File: config.mk
export PLATFORM = sky130hd
export DESIGN_NAME = fp_round_pack
export DESIGN_NICKNAME = d
export VERILOG_FILES = /design/src/rtl/fp_pkg.sv /design/src/rtl/fp_round_inc.sv /design/src/rtl/fp_round_pack.sv
export SDC_FILE = /design/constraint.sdc
export NUM_CORES = 1
export LEC_CHECK = 0
export ABC_AREA = 1
export CORE_MARGIN = 4
export CORE_UTILIZATION = 45
export DETAILED_ROUTE_END_ITERATION = 8
export GPL_TIMING_DRIVEN = 0
export PLACE_DENSITY_LB_ADDON = 0.05
export SLEW_MARGIN = 5
export SYNTH_ARGS = -nofsm -noshare
export SYNTH_HDL_FRONTEND = slang
export SYNTH_SLANG_ARGS = --single-unit
export TNS_END_PERCENT = 20
File: constraint.sdc
create_clock -name clk -period 7.3 [get_ports clk]
set_clock_uncertainty 0.15 [all_clocks]
set_input_delay 1.46 -clock clk [delete_from_list [all_inputs] [get_ports clk]]
set_output_delay 1.46 -clock clk [all_outputs]
set_load 0.03 [all_outputs]
File: src/rtl/fp_pkg.sv
// +----------------------------------------------------------------------------+
// | fp_pkg: shared types and constants for the binary32 round/pack datapath.   |
// | Rev 1.0                                                                    |
// +----------------------------------------------------------------------------+
`default_nettype none

package fp_pkg;

  localparam int          EXP_BIAS   = 127;
  localparam int          EXP_MAX    = 255;
  localparam logic [31:0] POS_INF    = 32'h7F80_0000;
  localparam logic [31:0] MAX_FINITE = 32'h7F7F_FFFF;

  // Working exponent is signed and wide enough for in_exp + sext(shift) + carry.
  localparam int E_W      = 10;
  localparam int SIG_BITS = 24;

  typedef enum logic [2:0] {
    RNE = 3'b000,
    RTZ = 3'b001,
    RDN = 3'b010,
    RUP = 3'b011,
    RMM = 3'b100
  } rm_e;

  typedef struct packed {
    logic nv;
    logic dz;
    logic of;
    logic uf;
    logic nx;
  } fflags_t;

  typedef struct packed {
    logic                sign;
    logic [E_W-1:0]      e;
    logic [SIG_BITS-1:0] sig;
    logic                inc;
    logic                nx;
    logic                nv;
    rm_e                 rm;
    logic                zero;
    logic                special;
    logic [31:0]         special_val;
  } s1_t;

endpackage

`default_nettype wire

File: src/rtl/fp_round_inc.sv
// +----------------------------------------------------------------------------+
// | fp_round_inc: rounding-increment decision from RISC-V rm and L/G/R/S bits. |
// | Rev 1.0                                                                    |
// +----------------------------------------------------------------------------+
`default_nettype none

module fp_round_inc
  import fp_pkg::*;
(
  input  logic [2:0] rm,
  input  logic       sign,
  input  logic       lsb,
  input  logic       guard,
  input  logic       round,
  input  logic       sticky,
  output logic       inc,
  output logic       nx,
  output logic       nv,
  output logic [2:0] rm_eff
);

  rm_e w_rm;

  always_comb begin
    w_rm = RNE;
    nv   = 1'b0;
    case (rm)
      3'b000:  w_rm = RNE;
      3'b001:  w_rm = RTZ;
      3'b010:  w_rm = RDN;
      3'b011:  w_rm = RUP;
      3'b100:  w_rm = RMM;
      // Reserved encodings fall back to round-to-nearest-even and raise NV.
      default: begin
        w_rm = RNE;
        nv   = 1'b1;
      end
    endcase
  end

  always_comb begin
    nx  = guard | round | sticky;
    inc = 1'b0;
    case (w_rm)
      RNE:     inc = guard & (round | sticky | lsb);
      RTZ:     inc = 1'b0;
      RDN:     inc = sign & nx;
      RUP:     inc = ~sign & nx;
      RMM:     inc = guard;
      default: inc = 1'b0;
    endcase
  end

  assign rm_eff = w_rm;

endmodule

`default_nettype wire

File: src/rtl/fp_round_pack.sv
// +----------------------------------------------------------------------------+
// | fp_round_pack: exponent adjust, round, renormalize and pack binary32 with  |
// | fflags through a 2-stage valid/ready pipeline.  Rev 1.0                    |
// +----------------------------------------------------------------------------+
`default_nettype none

module fp_round_pack
  import fp_pkg::*;
#(
  parameter int EXP_W         = 8,
  parameter int SIG_W         = 24,
  parameter int FLUSH_SUBNORM = 1
) (
  input  logic             clk,
  input  logic             rst_n,
  input  logic             in_valid,
  output logic             in_ready,
  input  logic             in_sign,
  input  logic [EXP_W-1:0] in_exp,
  input  logic [7:0]       in_shift,
  input  logic [SIG_W-1:0] in_sig,
  input  logic [2:0]       in_grs,
  input  logic             in_zero,
  input  logic             in_special,
  input  logic [31:0]      in_special_val,
  input  logic [2:0]       in_rm,
  output logic             out_valid,
  input  logic             out_ready,
  output logic [31:0]      out_result,
  output logic [4:0]       out_flags
);

  // ---------------------------------------------------------------- handshake
  logic r_s1_valid;
  logic r_s2_valid;
  logic w_s1_adv;

  assign w_s1_adv  = ~r_s2_valid | out_ready;
  assign in_ready  = ~r_s1_valid | w_s1_adv;
  assign out_valid = r_s2_valid;

  // ---------------------------------------------------------------- stage 1
  logic [E_W-1:0] w_e;
  logic           w_inc;
  logic           w_nx;
  logic           w_nv;
  logic [2:0]     w_rm_eff;
  s1_t            w_s1_next;
  s1_t            r_s1;

  assign w_e = {{(E_W-EXP_W){1'b0}}, in_exp} + {{(E_W-8){in_shift[7]}}, in_shift};

  fp_round_inc u_round_inc (
    .rm     (in_rm),
    .sign   (in_sign),
    .lsb    (in_sig[0]),
    .guard  (in_grs[2]),
    .round  (in_grs[1]),
    .sticky (in_grs[0]),
    .inc    (w_inc),
    .nx     (w_nx),
    .nv     (w_nv),
    .rm_eff (w_rm_eff)
  );

  always_comb begin
    w_s1_next             = '0;
    w_s1_next.sign        = in_sign;
    w_s1_next.e           = w_e;
    w_s1_next.sig         = in_sig;
    w_s1_next.inc         = w_inc;
    w_s1_next.nx          = w_nx;
    w_s1_next.nv          = w_nv;
    w_s1_next.rm          = rm_e'(w_rm_eff);
    w_s1_next.zero        = in_zero;
    w_s1_next.special     = in_special;
    w_s1_next.special_val = in_special_val;
  end

  always_ff @(posedge clk or negedge rst_n) begin
    if (!rst_n) begin
      r_s1_valid <= 1'b0;
      r_s1       <= '0;
    end else if (in_ready) begin
      r_s1_valid <= in_valid;
      if (in_valid) begin
        r_s1 <= w_s1_next;
      end
    end
  end

  // ---------------------------------------------------------------- stage 2
  logic [SIG_W:0]   w_sum;
  logic             w_carry;
  logic [SIG_W-2:0] w_mant;
  logic [E_W-1:0]   w_e_rnd;
  logic             w_uf;
  logic             w_of;
  logic             w_to_inf;
  logic [31:0]      w_res;
  fflags_t          w_flg;
  logic             unused_hidden;

  assign w_sum         = {1'b0, r_s1.sig} + {{SIG_W{1'b0}}, r_s1.inc};
  assign w_carry       = w_sum[SIG_W];
  assign unused_hidden = w_sum[SIG_W-1];
  // A round carry means the significand was all ones: the value becomes 1.0 x 2^(e+1).
  assign w_mant        = w_carry ? '0 : w_sum[SIG_W-2:0];
  assign w_e_rnd       = r_s1.e + {{(E_W-1){1'b0}}, w_carry};

  // Underflow uses the pre-round exponent; overflow uses the post-carry one.
  assign w_uf = (FLUSH_SUBNORM != 0) && (int'($signed(r_s1.e)) <= 0);
  assign w_of = int'($signed(w_e_rnd)) >= EXP_MAX;

  always_comb begin
    w_to_inf = 1'b1;
    case (r_s1.rm)
      RTZ:     w_to_inf = 1'b0;
      RDN:     w_to_inf = r_s1.sign;
      RUP:     w_to_inf = ~r_s1.sign;
      default: w_to_inf = 1'b1;
    endcase
  end

  always_comb begin
    w_res    = {r_s1.sign, w_e_rnd[EXP_W-1:0], w_mant};
    w_flg    = '0;
    w_flg.nv = r_s1.nv;
    w_flg.nx = r_s1.nx;
    if (r_s1.special) begin
      w_res    = r_s1.special_val;
      w_flg    = '0;
      w_flg.nv = r_s1.nv;
    end else if (r_s1.zero) begin
      w_res = {r_s1.sign, 31'b0};
      w_flg = '0;
    end else if (w_uf) begin
      w_res    = {r_s1.sign, 31'b0};
      w_flg.uf = 1'b1;
      w_flg.nx = 1'b1;
    end else if (w_of) begin
      w_res    = (w_to_inf ? POS_INF : MAX_FINITE) | {r_s1.sign, 31'b0};
      w_flg.of = 1'b1;
      w_flg.nx = 1'b1;
    end
  end

  always_ff @(posedge clk or negedge rst_n) begin
    if (!rst_n) begin
      r_s2_valid <= 1'b0;
      out_result <= '0;
      out_flags  <= '0;
    end else if (w_s1_adv) begin
      r_s2_valid <= r_s1_valid;
      if (r_s1_valid) begin
        out_result <= w_res;
        out_flags  <= w_flg;
      end
    end
  end

endmodule

`default_nettype wire

=== Yosys cells after proc, flatten, opt, wreduce, memory -nomap -nowiden ===
Cells that the tools add are included.

* Register bits after elaboration: 114
* Input port bits: 85
* Output and inout bits: 39
* Word-level logic and storage cells: 66

* $add $sub $neg: 3
* Order comparisons: 2
* Eq/ne operators: 10
* Mux-type cells: 18
* Bitwise operators: 14
* Reduce and logical (&&, ||, !) cells: 5

{| class="wikitable"
|+ Operators by type and width
! kind !! number
|-
| two-way mux 32 bit || 4
|-
| bitwise OR 31 x 32 -> 32 bit || 1
|-
| adder 24 x 1 -> 25 bit || 1
|-
| two-way mux 24 bit || 1
|-
| two-way mux 23 bit || 1
|-
| equality test 3 x 2 -> 1 bit, second input constant || 6
|-
| one-hot mux 3 bit (4 select lines) || 1
|-
| adder 10 x 1 -> 10 bit || 1
|-
| adder 9 x 8 -> 10 bit || 1
|-
| >= comparator 10 x 9 -> 1 bit, second input constant || 1
|-
| less-or-equal comparator 10 x 1 -> 1 bit, second input constant || 1
|-
| equality test 3 x 1 -> 1 bit, second input constant || 2
|-
| equality test 3 bit, second input constant || 2
|-
| logical NOT 3 bit || 2
|-
| two-way mux 1 bit || 6
|-
| bitwise OR 1 bit || 6
|-
| two-way mux 5 bit || 1
|-
| OR reduction 5 bit || 1
|-
| NOT 1 bit || 4
|-
| one-hot mux 1 bit (4 select lines) || 1
|-
| AND reduction 2 bit || 2
|-
| AND 1 bit || 3
|-
| two-way mux 3 bit || 1
|-
| one-hot mux 1 bit (3 select lines) || 1
|-
| two-way mux 2 bit || 1
|}

=== Logic depth before layout (Yosys ltp) ===
Gate-level depths: netlist (run 1).

* Word-level depth: 8
* Gate-level depth with buffers: 25
* Gate-level depth less buffers: 25

=== By module ===
Synthesis (run 1) repeated with hierarchy kept, for this count alone.

* Cell total of the unflattened synthesis: 835
* Area, all modules: 6,135.9 um^2

{| class="wikitable"
|+ Modules (own cells, without submodules)
! module !! times used !! cells each !! area each (um^2) !! seq. area each (um^2)
|-
| fp_round_pack || 1 || 807 || 6,013.3 || 2,827.7
|-
| fp_round_inc || 1 || 28 || 122.6 || 0.0
|}

=== Worst setup path after synthesis (run 1) ===
Ideal clock, no wire load.

* Path kind: in2out
* Start point: input port out_ready
* End point: output port in_ready
* Arrival: 1.782 ns
* Slack: 3.908 ns
* Stages on the path: 2
* Path buffers: 0
* Cells stage by stage: inv_1 nand3_1

* Word-level cells in the longest chain between the ends: 2

{| class="wikitable"
|+ Ends and longest elaborated chain
! element !! RTL line !! source
|-
| from (decl) || fp_round_pack.sv:28 || <nowiki>input logic out_ready,</nowiki>
|-
| bitwise OR 1 bit || fp_round_pack.sv:38 || <nowiki>assign w_s1_adv = ~r_s2_valid | out_ready;</nowiki>
|-
| bitwise OR 1 bit || fp_round_pack.sv:39 || <nowiki>assign in_ready = ~r_s1_valid | w_s1_adv;</nowiki>
|-
| to (decl) || fp_round_pack.sv:17 || <nowiki>output logic in_ready,</nowiki>
|}

No other way between the ends.

=== Final worst setup path (run 1) ===
Ends and elaborated chain as after synthesis.

==> results.md, run 1 <==
* Synthesized netlist cell count at 812
* Maximum clock rate at roughly 0.22 GHz
* Core ar. at 13300 um2
* Pin count of the biggest net entering global routing at a little under 60
* Area contributors post-synth: dfrtp_1, nand2_1, nand3_1
* Cell Area, Placed at ~7600 um2
* Share of cells above drive strength 1 at 0.07549
* Status: completed
* Total power at about 2.6 mW
* Placed cells at approximately 1.1k
* CP Launch Type: input port
* Bufs on Longest Clock Path at 2
* Vias in the first global route at 6004
* Grt ovf at 0
* Cell Area, Synth at 6151 um2
* Worst min path class: flop to flop
* Largest stage delay on the critical path at just over 0.7 ns
* Worst Hold Margin at 0.3289 ns
* Adder-Cell Fraction of Synth Area at 0.02970
* Final worst path period share at 0.6210
* Yosys cell types at 37
* Post-Syn Area per Cell at between 7 and 8 um2
* Antenna violations before repair at 0
* Detailed placement HPWL at approximately 14000 um
* Total CTS buffers at 17
* EDFF count, synth at 0
* Final-stage net count at approximately 1.1k
* Die W at about 120 um
* RSZ-0062 raised after global routing: no
* Routed WL at around 18000 um
* Final hold viol count at 0
* Max Cap Viol at 0
* Clk root buf: clkbuf_16
* Number of max-slew violations in the final report at 0
* Non-filler cells, final at 1143
* Synth Area in Simple Gates at 0.2988
* Clock-pin slew on the worst setup and hold paths at 0.05 ns
* Top-count cell post-synth: nand2_1
* Static Leakage at approximately 3.9 nW
* Worst IR drop on VDD at around 0.17 mV
* Worst-path cell chain: clkdlybuf4s50_1 -> inv_1 -> nand3_1 -> clkdlybuf4s50_1
* CTS tree: built
* Xor and xnor fraction of the mapped netlist area at 0.02278
* GP Congestion at 0.8965
* Worst Path Class, Setup: input port to primary output
* GRT Total Usage at 0.2392
* FF+latch count, synth at approximately 110
* Slew headroom at 0.4487
* First-pass GRT wire length at about 30000 um
* ANT nets after route at 0
* Mux contribution to synthesized area at 0
* Leading area contributor after synthesis: dfrtp_1
* PwrDens at between 300 and 400 nW/um2
* Slowest library cell on the worst path: clkdlybuf4s50_1
* Worst Setup SP: out_ready
* H-tree depth at 4
* Sequential area share after synthesis at 0.4597
* Clock sinks at 113
* Site row count at 42
* Hold_buf cts at 0
* Latest clock arrival within the worst-skew pair at 0.42 ns
* DR DRC count at 0
* Fill cells at around 1.2k
* FF/Latch Area at roughly 2800 um2
* Arr. time, crit path at between 2 and 3 ns
* Worst path required time at around 5.7 ns
* Post-synth top area share at 0.4597
* Routed len/inst at between 15 and 20 um
* Actual slew at the worst max-slew pin at roughly 0.83 ns
* Multi-input logic area at 2905 um2
* Minimum clock period at 4.533 ns
* Drt via density at about 5.2
* Synth top cells by count: nand2_1, dfrtp_1, nor2_1
* Total die area at approximately 16000 um2
* Post-synth ARST share at 1.000
* Synth Area in Compound Gates at 0.1204
* Hold Crit Start: out_result[31]
* Critical Path Sink Type: primary output
* Main combinational cell family by area after synthesis: simple AND/OR/NAND/NOR gates
* Vias at 5929
* Die Y at between 100 and 150 um
* Syn Nets at 911
* Layout Area Growth over Synthesis at 34.13%
* Post-route setup TNS at 0 ns
* Cell mode on critical path: clkdlybuf4s50_1
* PostCTS Resize Cnt at 0
* Layout Cell Area excl Fill at between 8000 and 9000 um2
* I/O pins at approximately 120
* Initial Util at 0.4626
* Setup-failing EPs final at 0
* IO buf count at roughly 120
* R2R Path Start: r_s1[40]
* Post-CTS Setup Bufs at 0
* Yosys warns at 0
* CP max FO at 3
* Router iterations before antenna repair at 5
* Initial DRC Count at 496
* Ys flop type: dfrtp_1
* Antenna Cells at 0
layout by cell type (no fill, tap or decap), types with 2 or more instances in the layout:
cell type,n
nand2_1,267
clkdlybuf4s50_1,121
dfrtp_1,113
nor2_1,66
inv_1,65
nand3_1,63
a21oi_1,56
o21ai_0,44
clkbuf_1,25
clkbuf_16,17
a21oi_2,16
nand4_1,13
xor2_1,13
ha_1,13
nor3_1,11
buf_6,5
clkinv_4,5
nor2_2,4
buf_2,4
bufinv_16,4
buf_1,3
a31oi_1,3
nand2_2,3
xnor2_1,3
or2_2,3
clkinv_2,3
nand3_2,2
o31ai_1,2
nand2_4,2
o211ai_1,2
o22ai_1,2
metal layers:
layer | vias up | wire (um) | GRT usage
li1 | 2912 | - | -
met1 | 2773 | 8723 | 0.3340
met2 | 214 | 8073 | 0.3623
met3 | 30 | 1198 | 0.06904
met4 | 0 | 350 | 0.07398
met5 | - | 0 | 0
per-stage QoR:
step / worst slack, ns / utilization
after floorplan: 3.908 / -
after global placement: 0.3389 / 0.5711
after detailed placement: 2.782 / 0.5732
after CTS: 2.773 / 0.6206
after global routing: 2.734 / 0.6206
final: 2.767 / 0.6206
cells by family after synthesis:
kind of cell    Yosys count
xor+xnor                 16
compound gates          130
buf+inv                 101
fa+ha+maj                14
simple gates            437
flops                   113
other cells               1
flip-flops by register name (all words and copies together) (netlist names):
signal,cells
r_s1,75
out_result,32
out_flags,4
out_valid,1
r_s1_valid,1
critical path: cells and delay by family:
family | cells | cell delay [ns]
buf+inv | 3 | 1.27
simple gates | 1 | 0.19
layout make-up:
| class | instances | area share |
|---|---|---|
| clock buffers | 19 | 0.05369 |
| clock inverters | 13 | 0.02260 |
| inverters | 65 | 0.02957 |
| plain buffers | 36 | 0.02108 |
| repair buffers | 123 | 0.1515 |
| flip-flops and latches | 113 | 0.3427 |
| well taps | 176 | 0.02669 |
| multi-input cells | 598 | 0.3521 |
worst paths after layout:
path	end	slack, ns	depth (start not counted)
setup / recovery	in_ready	2.77	4
hold / removal	out_result[31]	0.33	2
setup reg to reg	out_result[20]	3.28	23
hold reg to reg	out_result[31]	0.33	2
max in group asynchronous	out_result[31]	5.48	2
min in group asynchronous	r_s1[7]	0.85	1
where the power goes:
group	switching [mW]	internal [mW]	leakage [nW]	total, mW
sequential	0.106	0.764	1.37	0.870
clock	0.306	0.580	0.307	0.886
combinational	0.492	0.321	2.21	0.813
No activity file was read; power rests on OpenSTA's default activity.
==> run 2: changes to the inputs <==
==> constraint.sdc (replaced) <==
create_clock -name clk -period 3.95 [get_ports clk]
set_clock_uncertainty 0.15 [all_clocks]
set_input_delay 0.79 -clock clk [delete_from_list [all_inputs] [get_ports clk]]
set_output_delay 0.79 -clock clk [all_outputs]
set_load 0.03 [all_outputs]
==> run 2 against run 1 <==
Effect of this change:
- count of clock-buffer cells in the layout stayed put
- sequential share of layout area is 0.50 points lower
- cell area is 1.5% higher
- core utilization is 0.92 points higher
- combinational power is 87% higher
- critical endpoint is now out_result[24]
- die area stayed put
- hold slack worse by 0.15 ns
- flip-flop and latch count stayed put
- routed wire length is 1.1% higher
- global-route usage hardly changed
==> results.md, run 2 (synthesis gave the netlist of run 1 again) <==
* Worst path required time at 4.09 ns (was 5.69 ns)
* First-pass GRT wire length at 30090 um (was 30060 um)
* Critical R2R Capture: out_result[24] (was out_result[20])
* Fill cells at 1174 (was 1189)
* Non-filler cells, final at 1150 (was 1143)
* Worst IR drop on VDD at 0.3149 mV (was 0.1689 mV)
* IO buf count at 122 (unchanged)
* Slew headroom at 0.4780 (was 0.4487)
* Worst Path Class, Setup: flop to flop (was input port to primary output)
* Latest clock arrival within the worst-skew pair at 0.42 ns (about the same)
* Pin count of the biggest net entering global routing at 59 (unchanged)
* CP Launch Type: flop (was input port)
* Layout Area Growth over Synthesis at 36.13% (was 34.13%)
* Clk root buf: clkbuf_16 (unchanged)
* Initial Util at 0.4626 (unchanged)
* Max Cap Viol at 0 (unchanged)
* GP Congestion at 0.8965 (unchanged)
* Placed cells at 1111 (unchanged)
* Cell Area, Placed at 7621 um2 (unchanged)
* GRT Total Usage at 0.2393 (was 0.2392)
* Final hold viol count at 0 (unchanged)
* Worst min path class: input port to asynchronous set/reset pin (was flop to flop)
* Total CTS buffers at 17 (unchanged)
* Setup-failing EPs final at 0 (unchanged)
* CTS tree: built (unchanged)
* DR DRC count at 0 (unchanged)
* I/O pins at 124 (unchanged)
* Antenna violations before repair at 0 (unchanged)
* Die Y at 124.9 um (unchanged)
* ANT nets after route at 0 (unchanged)
* Share of cells above drive strength 1 at 0.09240 (was 0.07549)
* Arr. time, crit path at 3.86 ns (was 2.92 ns)
* Final-stage net count at 1060 (was 1053)
* Detailed placement HPWL at 13970 um (unchanged)
* Static Leakage at 3.906 nW (was 3.878 nW)
* CP max FO at 5 (was 3)
* Routed len/inst at 16.13 um (was 16.05 um)
* Layout Cell Area excl Fill at 8373 um2 (was 8250 um2)
* Maximum clock rate at between 0.2 and 0.3 GHz
* Most flop-heavy register: r_s1 (unchanged)
* Most common cell after layout, fill and taps aside: nand2_1 (unchanged)
* H-tree depth at 4 (unchanged)
* Initial DRC Count at 476 (was 496)
* Grt ovf at 0 (unchanged)
* Number of max-slew violations in the final report at 0 (unchanged)
* Router iterations before antenna repair at 5 (unchanged)
* Drt via density at 5.243 (was 5.187)
* Status: completed (unchanged)
* Reg2Reg Depth at 20 (was 23)
* Vias at 6030 (was 5929)
* R2R Path Start: r_s1[40] (unchanged)
* Most frequent cells in the layout: nand2_1, clkdlybuf4s50_1, dfrtp_1, inv_1, nor2_1 (was nand2_1, clkdlybuf4s50_1, dfrtp_1, nor2_1, inv_1)
* Die W at 124.9 um (unchanged)
* Clock-pin slew on the worst setup and hold paths at 0.06 ns (was 0.05 ns)
* PwrDens at 569.9 nW/um2 (was 311.3 nW/um2)
* Hold_buf cts at 0 (unchanged)
* Vias in the first global route at 6014 (was 6004)
* Total die area at 15600 um2 (unchanged)
* Antenna Cells at 0 (unchanged)
* Max reg flops at 75 (unchanged)
* Final worst path period share at 0.9432
* Critical Path Sink Type: flop (was primary output)
* Clock sinks at 113 (unchanged)
* Largest regs: r_s1 x75, out_result x32, out_flags x4 (unchanged)
* Site row count at 42 (unchanged)
* R2r setup slk at 0.22 ns (was 3.28 ns)
* Core ar. at 13300 um2 (unchanged)
* Minimum clock period at 3.726 ns
* Actual slew at the worst max-slew pin at 0.7830 ns (was 0.8270 ns)
* Bufs on Longest Clock Path at 2 (unchanged)
* Routed WL at 18550 um (was 18350 um)
## run 2: layout make-up
| type | count | area, um2 | share of cell area |
|---|---|---|---|
| buffer | 36 | 173.9 | 0.02077 |
| clock buffer | 19 | 442.9 | 0.05290 |
| clock inverter | 13 | 186.4 | 0.02227 |
| inverter | 65 | 244.0 | 0.02914 |
| multi-input combinational | 598 | 2975 | 0.3553 |
| sequential | 113 | 2828 | 0.3377 |
| tap | 176 | 220.2 | 0.02630 |
| timing repair buffer | 130 | 1303 | 0.1556 |
## run 2: worst max path at each step
stage	start	end
CTS	r_s1[40]	out_result[20]
global route	r_s1[40]	out_result[15]
detailed placement	r_s1[40]	out_result[9]
finish	r_s1[40]	out_result[24]
global placement	rst_n	r_s1[70]
floorplan	r_s1[39]	out_result[16]
## run 2: report_power, final
group | internal [mW] | switching [mW]
combinational | 0.602 | 0.920
clock | 1.07 | 0.567
sequential | 1.41 | 0.199
## run 2: routing by layer
metal / routed length [um] / GRT usage / vias to the layer above
met5: 0 / 0 / -
met4: 353 / 0.07398 / 0
met3: 1175 / 0.06904 / 32
met2: 8243 / 0.3626 / 227
met1: 8776 / 0.3342 / 2846
li1: - / - / 2925
## run 2: metrics by stage
| step | utilization | TNS, ns | total power, mW | hold WS, ns | setup slack, ns |
|---|---|---|---|---|---|
| final | 0.6298 | 0 | 4.772 | 0.1742 | 0.2243 |
| after global routing | 0.6298 | -0.2164 | 5.003 | 0.2025 | -0.03966 |
| after CTS | 0.6213 | 0 | 4.758 | 0.1962 | 0.05430 |
| after detailed placement | 0.5732 | -0.7998 | 3.118 | 0.3154 | -0.06748 |
| after global placement | 0.5711 | -263.99 | 3.087 | 0.3126 | -2.341 |
| after floorplan | - | 0 | 2.486 | 0.2954 | 0.6107 |
## run 2: what timing repair did
item | in CTS | in global routing
pin swaps | 0 | 5
endpoints found under the setup margin | 25 | 31
setup buffers | 0 | 7
resized for setup | 3 | 12
## run 2: worst max-delay path: stages (launching register included)
cell	delay, ns
dfrtp_1	0.42
ha_4	0.20
ha_2	0.19
nand2_1	0.09
nor2_4	0.14
nand3_4	0.11
nor2_4	0.11
nand3_2	0.09
nor3_2	0.13
nand4_1	0.13
nor3_2	0.23
ha_2	0.24
ha_2	0.19
nand2_2	0.08
nor2_2	0.13
nand2_1	0.07
xnor2_1	0.13
nor2_2	0.17
a21oi_1	0.13
o21ai_0	0.35
a21oi_1	0.12
